==> src/rtl/pwr_domain_seq.sv <==
// pwr_domain_seq -- power-domain sequencer for one switchable domain.
//
// Powers a domain down and up in a fixed order. Down: stop the clock,
// clamp the outputs, assert reset, open the power switch, then wait for
// the switch ack. Up: close the switch, wait for the ack, release reset,
// release the clamps, restart the clock. Each intermediate step is held
// for STEP_DELAY cycles. If an ack wait lasts ACK_TIMEOUT cycles, the
// sequence proceeds anyway and sets the sticky timeout flag.
//
// Ports
//   clk_i          in   single clock, all flops posedge
//   rst_i          in   asynchronous active-high reset (domain forced ON)
//   req_off_i      in   single-cycle power-down request (honoured in ON only)
//   req_on_i       in   single-cycle power-up request (honoured in OFF only)
//   switch_ack_ni  in   switch-cell ack, async to clk_i, 0 = powered
//   switch_n_o     out  switch enable, 0 = domain powered
//   iso_n_o        out  isolation, 0 = domain outputs clamped
//   rst_n_o        out  domain reset, 0 = in reset
//   clkgate_en_n_o out  clock gate, 0 = domain clock stopped
//   on_o           out  1 while in ON
//   busy_o         out  1 in any state other than ON or OFF
//   done_o         out  one-cycle pulse on entry to ON or OFF
//   timeout_o      out  sticky: an ack wait expired
//   state_dbg_o    out  current FSM state encoding, for observation
//
// Request handshake: req_off_i / req_on_i are sampled on every rising
// edge. There is no ready/back-pressure: a request that reaches the block
// while it is not in the state able to act on it is dropped, never queued.
// A request is accepted on the edge where it is high in the matching
// state, and the response is visible from the following cycle.
module pwr_domain_seq #(
  parameter int STEP_DELAY  = 2,
  parameter int ACK_TIMEOUT = 255
) (
  input  logic       clk_i,
  input  logic       rst_i,
  input  logic       req_off_i,
  input  logic       req_on_i,
  input  logic       switch_ack_ni,
  output logic       switch_n_o,
  output logic       iso_n_o,
  output logic       rst_n_o,
  output logic       clkgate_en_n_o,
  output logic       on_o,
  output logic       busy_o,
  output logic       done_o,
  output logic       timeout_o,
  output logic [3:0] state_dbg_o
);

  // The step counter counts down from STEP_DELAY-1; the wait counter
  // counts up to ACK_TIMEOUT-1. Both widths hold exactly those values.
  localparam int SW = (STEP_DELAY  > 1) ? $clog2(STEP_DELAY)  : 1;
  localparam int WW = (ACK_TIMEOUT > 1) ? $clog2(ACK_TIMEOUT) : 1;
  localparam logic [SW-1:0] STEP_LAST = SW'(STEP_DELAY - 1);
  localparam logic [WW-1:0] WAIT_LAST = WW'(ACK_TIMEOUT - 1);

  typedef enum logic [3:0] {
    S_ON          = 4'd0,
    S_CLK_OFF     = 4'd1,
    S_ISO_ON      = 4'd2,
    S_RST_ON      = 4'd3,
    S_SW_OFF_WAIT = 4'd4,
    S_OFF         = 4'd5,
    S_SW_ON_WAIT  = 4'd6,
    S_RST_OFF     = 4'd7,
    S_ISO_OFF     = 4'd8,
    S_CLK_ON      = 4'd9
  } state_t;

  state_t          r_state;
  state_t          w_next;
  logic [SW-1:0]   r_step;
  logic [SW-1:0]   w_step_next;
  logic [WW-1:0]   r_wait;
  logic [WW-1:0]   w_wait_next;
  logic            r_ack_meta;
  logic            r_ack_s;
  logic            w_to_set;
  logic            w_req_acc;
  logic            w_step_done;

  logic r_switch_n, r_iso_n, r_rst_n, r_clkgate_n;
  logic r_on, r_busy, r_done, r_timeout;
  logic w_switch_n, w_iso_n, w_rst_n, w_clkgate_n;

  // Two-flop synchroniser for the asynchronous switch ack.
  always_ff @(posedge clk_i or posedge rst_i) begin
    if (rst_i) begin
      r_ack_meta <= 1'b0;
      r_ack_s    <= 1'b0;
    end else begin
      r_ack_meta <= switch_ack_ni;
      r_ack_s    <= r_ack_meta;
    end
  end

  assign w_step_done = (r_step == '0);

  always_comb begin
    w_next      = r_state;
    w_step_next = r_step;
    w_wait_next = r_wait;
    w_to_set    = 1'b0;
    w_req_acc   = 1'b0;
    case (r_state)
      S_ON: begin
        if (req_off_i) begin
          w_next      = S_CLK_OFF;
          w_step_next = STEP_LAST;
          w_req_acc   = 1'b1;
        end
      end
      S_CLK_OFF, S_ISO_ON, S_RST_OFF, S_ISO_OFF, S_CLK_ON: begin
        if (w_step_done) begin
          w_step_next = STEP_LAST;
          case (r_state)
            S_CLK_OFF: w_next = S_ISO_ON;
            S_ISO_ON:  w_next = S_RST_ON;
            S_RST_OFF: w_next = S_ISO_OFF;
            S_ISO_OFF: w_next = S_CLK_ON;
            default:   w_next = S_ON;
          endcase
        end else begin
          w_step_next = r_step - 1'b1;
        end
      end
      S_RST_ON: begin
        if (w_step_done) begin
          w_next      = S_SW_OFF_WAIT;
          w_wait_next = '0;
        end else begin
          w_step_next = r_step - 1'b1;
        end
      end
      S_SW_OFF_WAIT: begin
        // A real ack wins over an expiry landing in the same cycle.
        if (r_ack_s) begin
          w_next = S_OFF;
        end else if (r_wait == WAIT_LAST) begin
          w_next   = S_OFF;
          w_to_set = 1'b1;
        end else begin
          w_wait_next = r_wait + 1'b1;
        end
      end
      S_OFF: begin
        if (req_on_i) begin
          w_next      = S_SW_ON_WAIT;
          w_wait_next = '0;
          w_req_acc   = 1'b1;
        end
      end
      S_SW_ON_WAIT: begin
        if (!r_ack_s) begin
          w_next      = S_RST_OFF;
          w_step_next = STEP_LAST;
        end else if (r_wait == WAIT_LAST) begin
          w_next      = S_RST_OFF;
          w_step_next = STEP_LAST;
          w_to_set    = 1'b1;
        end else begin
          w_wait_next = r_wait + 1'b1;
        end
      end
      default: w_next = S_ON;
    endcase
  end

  // Control levels are a pure function of the state; they are decoded
  // from the next state and registered so they switch with the state.
  always_comb begin
    w_switch_n  = (w_next == S_SW_OFF_WAIT) || (w_next == S_OFF);
    w_rst_n     = !((w_next == S_RST_ON) || (w_next == S_SW_OFF_WAIT) ||
                    (w_next == S_OFF)    || (w_next == S_SW_ON_WAIT));
    w_iso_n     = (w_next == S_ON) || (w_next == S_CLK_OFF) ||
                  (w_next == S_ISO_OFF) || (w_next == S_CLK_ON);
    w_clkgate_n = (w_next == S_ON) || (w_next == S_CLK_ON);
  end

  always_ff @(posedge clk_i or posedge rst_i) begin
    if (rst_i) begin
      r_state     <= S_ON;
      r_step      <= '0;
      r_wait      <= '0;
      r_switch_n  <= 1'b0;
      r_iso_n     <= 1'b1;
      r_rst_n     <= 1'b1;
      r_clkgate_n <= 1'b1;
      r_on        <= 1'b1;
      r_busy      <= 1'b0;
      r_done      <= 1'b0;
      r_timeout   <= 1'b0;
    end else begin
      r_state     <= w_next;
      r_step      <= w_step_next;
      r_wait      <= w_wait_next;
      r_switch_n  <= w_switch_n;
      r_iso_n     <= w_iso_n;
      r_rst_n     <= w_rst_n;
      r_clkgate_n <= w_clkgate_n;
      r_on        <= (w_next == S_ON);
      r_busy      <= (w_next != S_ON) && (w_next != S_OFF);
      r_done      <= ((w_next == S_ON) || (w_next == S_OFF)) && (w_next != r_state);
      if (w_to_set) begin
        r_timeout <= 1'b1;
      end else if (w_req_acc) begin
        r_timeout <= 1'b0;
      end
    end
  end

  assign switch_n_o     = r_switch_n;
  assign iso_n_o        = r_iso_n;
  assign rst_n_o        = r_rst_n;
  assign clkgate_en_n_o = r_clkgate_n;
  assign on_o           = r_on;
  assign busy_o         = r_busy;
  assign done_o         = r_done;
  assign timeout_o      = r_timeout;
  assign state_dbg_o    = r_state;

endmodule

==> config.mk <==
export PLATFORM = sky130hd
export DESIGN_NAME = pwr_domain_seq
export DESIGN_NICKNAME = d
export VERILOG_FILES = /design/src/rtl/pwr_domain_seq.sv
export SDC_FILE = /design/constraint.sdc
export NUM_CORES = 1
export LEC_CHECK = 0
export ABC_AREA = 1
export CAP_MARGIN = 20
export CORE_MARGIN = 5
export CORE_UTILIZATION = 30
export DETAILED_ROUTE_END_ITERATION = 16
export SLEW_MARGIN = 20
export SYNTH_ARGS = -nofsm -noshare
export SYNTH_HDL_FRONTEND = slang
export SYNTH_SLANG_ARGS = --single-unit
export TNS_END_PERCENT = 50
==> constraint.sdc <==
create_clock -name clk_i -period 3 [get_ports clk_i]
set_clock_uncertainty 0.2 [all_clocks]
set_input_delay 0.75 -clock clk_i [delete_from_list [all_inputs] [get_ports clk_i]]
set_output_delay 0.75 -clock clk_i [all_outputs]
set_load 0.05 [all_outputs]
==> qor.csv, run 1 <==
stage,metric,value,unit
timing,Max Slew Vio Count,0,
timing,final worst path period need,2.64,ns
global_routing,largest net degree at the start of global routing,24,
die,height of the die,80.9,um
worst_hold_path,min-delay worst type,reg -> reg,
die,Starting Density,0.313,
place,I/O Buffers,16,
critical_path,Crit Path Class,reg -> out,
timing,fmax,379,MHz
pwr,pwr/cell area,1120,mW/mm^2
clock_tree,Skew-Pair Late Insertion Delay,0.27,ns
clock_tree,post-CTS setup buffer count,0,
logic_synthesis,Synth Area in XOR/XNOR,0.0290,
layout,"leading cell types in the layout, fill and taps excluded","nand2_1 (42), nor2_1 (22), nand3_1 (21)",
critical_path,WP data arrival,1.69,ns
routing,wire length per cell after detailed routing,11.2,um
global_routing,GR Overflow Total,0,
die,Ports,17,
clock_tree,Hold Buf Count CTS,0,
logic_synthesis,"FF+latch count, synth",23,
layout,fin area,0.00180,sq mm
pwr,worst vdd ir,0.515,mV
logic_synthesis,Post-Syn Area,0.00151,sq mm
timing,setup violators final,0,
layout,"Area growth, synth to finish",19.0,%
clock_tree,clk buf depth,2,
routing,via count,1238,
timing,ratio of final minimum period to clock period,0.879,
logic_synthesis,Yosys cell types,31,
clock_tree,clock edge transition at the registers on the reported setup and hold paths,0.09,ns
routing,DR WL met2,1350,um
clock_tree,clk root buf,clkbuf_8,
critical_path,WP buf/inv,1,
global_routing,total track usage,0.106,
clock_tree,CTS buffer count,3,
outcome,status,completed,
logic_synthesis,synth warn,0,
logic_synthesis,largest family of logic cells by synthesized area,simple AND/OR/NAND/NOR gates,
routing,Post-Route WL,3070,um
timing,unrepaired setup endpoints after global routing,false,
critical_path,CP max FO,9,
logic_synthesis,cell count after synthesis,187,
logic_synthesis,Synth Area in Adders,0.0166,
place,Placement Cell Area,0.00175,sq mm
logic_synthesis,Synth Area in Compound Gates,0.0920,
logic_synthesis,mux cell area share after synthesis,0,
routing,vias per cell,4.53,
timing,final hold violations,0,
layout,fin nets,214,
die,Std-Cell Core Area,0.00482,sq mm
die,die area,0.00655,sq mm
clock_tree,CTS tree,yes,
routing,Post-route DRC,0,
routing,ANT nets after route,0,
layout,"commonest non-fill, non-tap cell in the layout",nand2_1,
die,Die Width,80.9,um
critical_path,"Cell Chain, Critical Path",clkdlybuf4s50_1,
pwr,leakage,0.823,nW
flow_run,maxcap violations,0,
timing,setup_tns,0,ns
layout,layout cells sized above 1,0.214,
timing,Max-Slew Margin vs Limit,0.660,
critical_path,cell family with most CP delay,buffers and inverters,
routing,Starting DRT DRC Count,48,
critical_path,"Largest stage delay, worst path",0.87,ns
global_routing,vias in the first global route,1179,
logic_synthesis,Simple-Gate Fraction of Synth Area,0.403,
critical_path,WP data required,2.05,ns
critical_path,CP Launch Type,flop,
die,Placement Rows,25,
routing,Top Metal Used,met4,
timing,Worst Tran Pin Value,0.509,ns
layout,number of flip-flops in the largest register,8,
place,gpl congestion,0.907,
logic_synthesis,Avg Inst Size Synth,8.07,sq um
routing,drt pass-1 iters,4,
critical_path,critical path capture point type,primary output,
routing,metal3 WL,172,um
global_routing,initial antenna violation count,0,
logic_synthesis,Synth Net Count,194,
clock_tree,H-tree depth,1,
global_routing,first-pass GRT wire length,5450,um
clock_tree,Clock Sinks,23,
place,Detailed Place HPWL,2420,um
logic_synthesis,"Seq/Total Area, Yosys",0.385,
layout,Biggest register,r_wait,
layout,ant diodes,0,
routing,met1 WL,1520,um
clock_tree,post-cts resize count,0,
critical_path,Crit-path slowest cell,clkdlybuf4s50_1,
-- kinds of logic after synthesis --
| group | after synthesis |
|---|---|
| and+or+nand+nor | 113 |
| buffers and inverters | 27 |
| DFF | 23 |
| AOI/OAI and AO/OA | 17 |
| xor gates and xnor gates | 5 |
| adders and majority gates | 2 |
-- final cells by class --
cell class / count / area, sq um
inverter: 25 / 101
clock inverter: 1 / 5.00
timing repair buffer: 17 / 168
tap: 67 / 83.8
clock buffer: 3 / 41.3
multi-input combinational: 137 / 816
sequential: 23 / 581
fill: 525 / 3020
-- cells in the mapped netlist (all sizes together) --
master | number | area, sq um
clkbuf | 1 | 3.75
nand2 | 52 | 230
o31ai | 5 | 57.6
ha | 2 | 25.0
dfstp | 4 | 105
a21oi | 5 | 36.3
dfrtp | 19 | 475
o21ai | 4 | 20.0
a31oi | 1 | 6.26
nand3 | 25 | 153
xnor2 | 2 | 17.5
xor2 | 3 | 26.3
nand4 | 1 | 6.26
nor2 | 33 | 204
nand3b | 2 | 15.0
a32o | 1 | 10.0
buf | 1 | 7.51
o2111ai | 1 | 8.76
inv | 25 | 101
-- report_power, final --
| group | switching [mW] | internal [mW] |
|---|---|---|
| clock network | 0.104 | 0.0928 |
| registers | 0.0928 | 0.418 |
| logic | 0.891 | 0.410 |
| total | 1.09 | 0.921 |
-- final timing paths --
check                                               from                  endpoint  slack, ns  depth (start not counted)
max in group asynchronous                          rst_i  clkgate_en_n_o$_DFF_PP1_       1.70                          3
worst min-delay path                r_ack_meta$_DFF_PP0_         r_ack_s$_DFF_PP0_       0.16                          0
min in group asynchronous                          rst_i      switch_n_o$_DFF_PP0_       0.62                          3
worst max register to register  state_dbg_o[0]$_DFF_PP0_          done_o$_DFF_PP0_       1.05                         11
worst max-delay path            state_dbg_o[0]$_DFF_PP0_            state_dbg_o[0]       0.36                          1
worst min register to register      r_ack_meta$_DFF_PP0_         r_ack_s$_DFF_PP0_       0.16                          0
-- metal layers --
metal | global-route usage | vias to the layer above
met5 | 0 | -
li1 | - | 640
met3 | 0.0255 | 2
met2 | 0.159 | 22
met1 | 0.153 | 574
met4 | 0.0253 | 0
-- metrics by stage --
step	power (mW)	utilization	hold WS [ns]	setup WS, ns	std cells
6_report	2.01	0.373	0.156	0.364	273
5_1_grt	2.18	0.373	0.178	0.307	273
4_1_cts	2.03	0.373	0.159	0.352	273
3_5_place_dp	1.83	0.363	0.138	0.654	269
3_3_place_gp	1.83	0.363	0.136	0.676	269
2_1_floorplan	1.54	-	0.131	0.963	187
-- worst reg2reg max path: stages, from the launching register on --
cell     delay [ns]
dfrtp_1        0.55
inv_1          0.19
nor2_1         0.23
nand2_1        0.08
nand3_1        0.09
nand2_1        0.08
nor2_4         0.14
nor2_8         0.05
nand3_2        0.09
nand2_2        0.06
nand2_1        0.05
inv_1          0.03
Note: power is estimated with default switching activity, not from simulation.
==> inputs of run 2 (changes only) <==
--- a/config.mk
+++ b/config.mk
@@ -5,12 +5,11 @@
 export SDC_FILE = /design/constraint.sdc
 export NUM_CORES = 1
 export LEC_CHECK = 0
-export ABC_AREA = 1
 export CAP_MARGIN = 20
 export CORE_MARGIN = 5
-export CORE_UTILIZATION = 30
+export CORE_UTILIZATION = 55
 export DETAILED_ROUTE_END_ITERATION = 16
-export SLEW_MARGIN = 20
+export PLACE_DENSITY = 0.8
 export SYNTH_ARGS = -nofsm -noshare
 export SYNTH_HDL_FRONTEND = slang
 export SYNTH_SLANG_ARGS = --single-unit
==> run 2 against run 1 <==
  * Core utilization grew 31 points
  * Flip-flop and latch count is the same
  * Worst hold slack gained 0.0087 ns
  * Sequential power grew 2%
  * First-iteration DRC count shrank 33%
  * Final cell count shrank 34%
  * Critical path depth is the same
  * Register-to-register slack lost 0.40 ns
  * Global-route usage grew 6.4 points
==> qor.csv, run 2 <==
stage,metric,value,unit
place,gpl congestion,0.812,
logic_synthesis,most used flip-flop cell after synthesis,dfrtp_1,
critical_path,"Largest stage delay, worst path",0.90,ns
routing,drt pass-1 iters,4,
global_routing,largest net degree at the start of global routing,24,
timing,setup_tns,0,ns
logic_synthesis,number of synthesized flops with an enable pin,0,
logic_synthesis,"FF+latch count, synth",23,
clock_tree,clock edge transition at the registers on the reported setup and hold paths,0.12,ns
die,die area,0.00346,sq mm
timing,Max-Slew Margin vs Limit,0.562,
timing,Worst Tran Pin Value,0.647,ns
clock_tree,H-tree depth,1,
critical_path,CP max FO,12,
pwr,worst vdd ir,0.986,mV
layout,ant diodes,0,
logic_synthesis,cell with the most instances after synthesis,dfrtp_1,
die,Placement Rows,17,
place,Detailed Place HPWL,1960,um
global_routing,initial antenna violation count,0,
clock_tree,Skew-Pair Late Insertion Delay,0.30,ns
critical_path,CP Launch Type,flop,
layout,number of flip-flops in the largest register,8,
routing,wire length per cell after detailed routing,14.4,um
timing,Max Slew Vio Count,0,
clock_tree,clk buf depth,2,
layout,"commonest non-fill, non-tap cell in the layout",dfrtp_1,
logic_synthesis,Yosys cell types,44,
timing,final worst path period need,2.82,ns
die,Ports,17,
logic_synthesis,"Seq/Total Area, Yosys",0.444,
critical_path,WP buf/inv,1,
place,I/O Buffers,16,
timing,final hold violations,0,
routing,vias per cell,5.81,
logic_synthesis,Post-Syn Area,0.00131,sq mm
die,Starting Density,0.586,
layout,Util after Layout,0.685,
logic_synthesis,Synth area leader,dfrtp_1,
logic_synthesis,synth cell count leaders,"dfrtp_1 (19), nor2_1 (18), nand2_1 (11)",
pwr,pwr/cell area,1170,mW/mm^2
critical_path,Stages on worst setup path,1,
clock_tree,post-cts resize count,0,
clock_tree,CTS buffer count,3,
critical_path,R2R depth,6,
critical_path,"Cell Chain, Critical Path",clkdlybuf4s50_1,
die,height of the die,58.8,um
pwr,leakage,0.626,nW
critical_path,WP data required,2.05,ns
outcome,status,completed,
flow_run,maxcap violations,0,
logic_synthesis,Area contributors post-synth,"dfrtp_1 (36%), dfstp_2 (8.0%), nor2_1 (5.2%), nand2_1 (3.2%), o21ai_0 (3.1%)",
routing,Starting DRT DRC Count,32,
layout,layout cells sized above 1,0.132,
global_routing,first-pass GRT wire length,4430,um
worst_hold_path,Worst Hold Depth,0,
critical_path,cell family with most CP delay,buffers and inverters,
die,Std-Cell Core Area,0.00223,sq mm
routing,Post-Route WL,2590,um
clock_tree,clk root buf,clkbuf_4,
timing,setup violators final,0,
critical_path,WP data arrival,1.87,ns
global_routing,GR Overflow Total,0,
routing,ANT nets after route,0,
critical_path,critical path capture point type,primary output,
routing,Post-route DRC,0,
logic_synthesis,synth warn,0,
die,Die Width,58.8,um
global_routing,total track usage,0.170,
clock_tree,CTS tree,yes,
logic_synthesis,Avg Inst Size Synth,9.91,sq um
layout,"Area growth, synth to finish",16.9,%
layout,fin nets,159,
clock_tree,post-CTS setup buffer count,0,
routing,via count,1040,
clock_tree,Clock Sinks,23,
timing,unrepaired setup endpoints after global routing,false,
timing,fmax,355,MHz
layout,FILL cells,198,
logic_synthesis,cell count after synthesis,132,
layout,"leading cell types in the layout, fill and taps excluded","dfrtp_1 (19), nor2_1 (18), clkdlybuf4s50_1 (16)",
logic_synthesis,Synth async-reset ratio,1.00,
worst_hold_path,min-delay worst type,reg -> reg,
clock_tree,Hold Buf Count CTS,0,
critical_path,Crit Path Class,reg -> out,
layout,Biggest register,r_wait,
timing,ratio of final minimum period to clock period,0.939,
logic_synthesis,Synth Net Count,139,
global_routing,vias in the first global route,948,
logic_synthesis,Yosys top cell area share,0.363,
critical_path,Crit-path slowest cell,clkdlybuf4s50_1,
[run 2: metal layers]
layer | global-route usage | part of all wire | up-vias
met1 | 0.242 | 0.48 | 489
met5 | 0 | 0 | -
li1 | - | - | 515
met4 | 0.0583 | 0.013 | 0
met2 | 0.254 | 0.46 | 32
met3 | 0.0351 | 0.050 | 4
[run 2: logic make-up after synthesis]
group                      share of synthesized area
xor gates and xnor gates                      0.0344
DFF                                            0.444
muxes                                         0.0268
buffers and inverters                         0.0411
AOI/OAI and AO/OA                              0.220
adders and majority gates                     0.0191
and+or+nand+nor                                0.215
[run 2: power by group]
| group | internal [mW] | total [mW] | leakage, nW | switching [mW] |
|---|---|---|---|---|
| combinational | 0.435 | 1.14 | 0.321 | 0.700 |
| sequential | 0.414 | 0.520 | 0.288 | 0.106 |
| clock | 0.0497 | 0.138 | 0.0177 | 0.0880 |
| total | 0.899 | 1.79 | 0.626 | 0.894 |
[run 2: stage by stage]
stage | std cells | hold slack [ns] | area [sq um] | setup WS (ns) | total power, mW
floorplan | 132 | 0.131 | 1310 | 0.824 | 1.40
global placement | 175 | 0.134 | 1500 | 0.425 | 1.63
detailed placement | 175 | 0.139 | 1500 | 0.367 | 1.66
CTS | 179 | 0.168 | 1530 | 0.176 | 1.81
global route | 179 | 0.185 | 1530 | 0.119 | 1.93
finish | 179 | 0.164 | 1530 | 0.183 | 1.79
[run 2: final cells by class]
class	count	area [sq um]	share of cell area
Tap cell	28	35.0	0.0229
Inverter	6	22.5	0.0147
Clock inverter	1	5.00	0.00327
Timing Repair Buffer	20	190	0.124
Clock buffer	3	22.5	0.0147
Sequential cell	23	581	0.379
Multi-Input combinational cell	98	674	0.441
[run 2: path summary, 6_finish.rpt]
check                                    startpoint                        to  slack (ns)
max                        state_dbg_o[1]$_DFF_PP0_            state_dbg_o[1]        0.18
min                            r_ack_meta$_DFF_PP0_         r_ack_s$_DFF_PP0_        0.16
min reg2reg                    r_ack_meta$_DFF_PP0_         r_ack_s$_DFF_PP0_        0.16
min in group asynchronous                     rst_i     r_wait[5]$_DFFE_PP0P_        0.57
max in group asynchronous                     rst_i         iso_n_o$_DFF_PP1_        1.76
max reg2reg                state_dbg_o[1]$_DFF_PP0_  clkgate_en_n_o$_DFF_PP1_        0.65
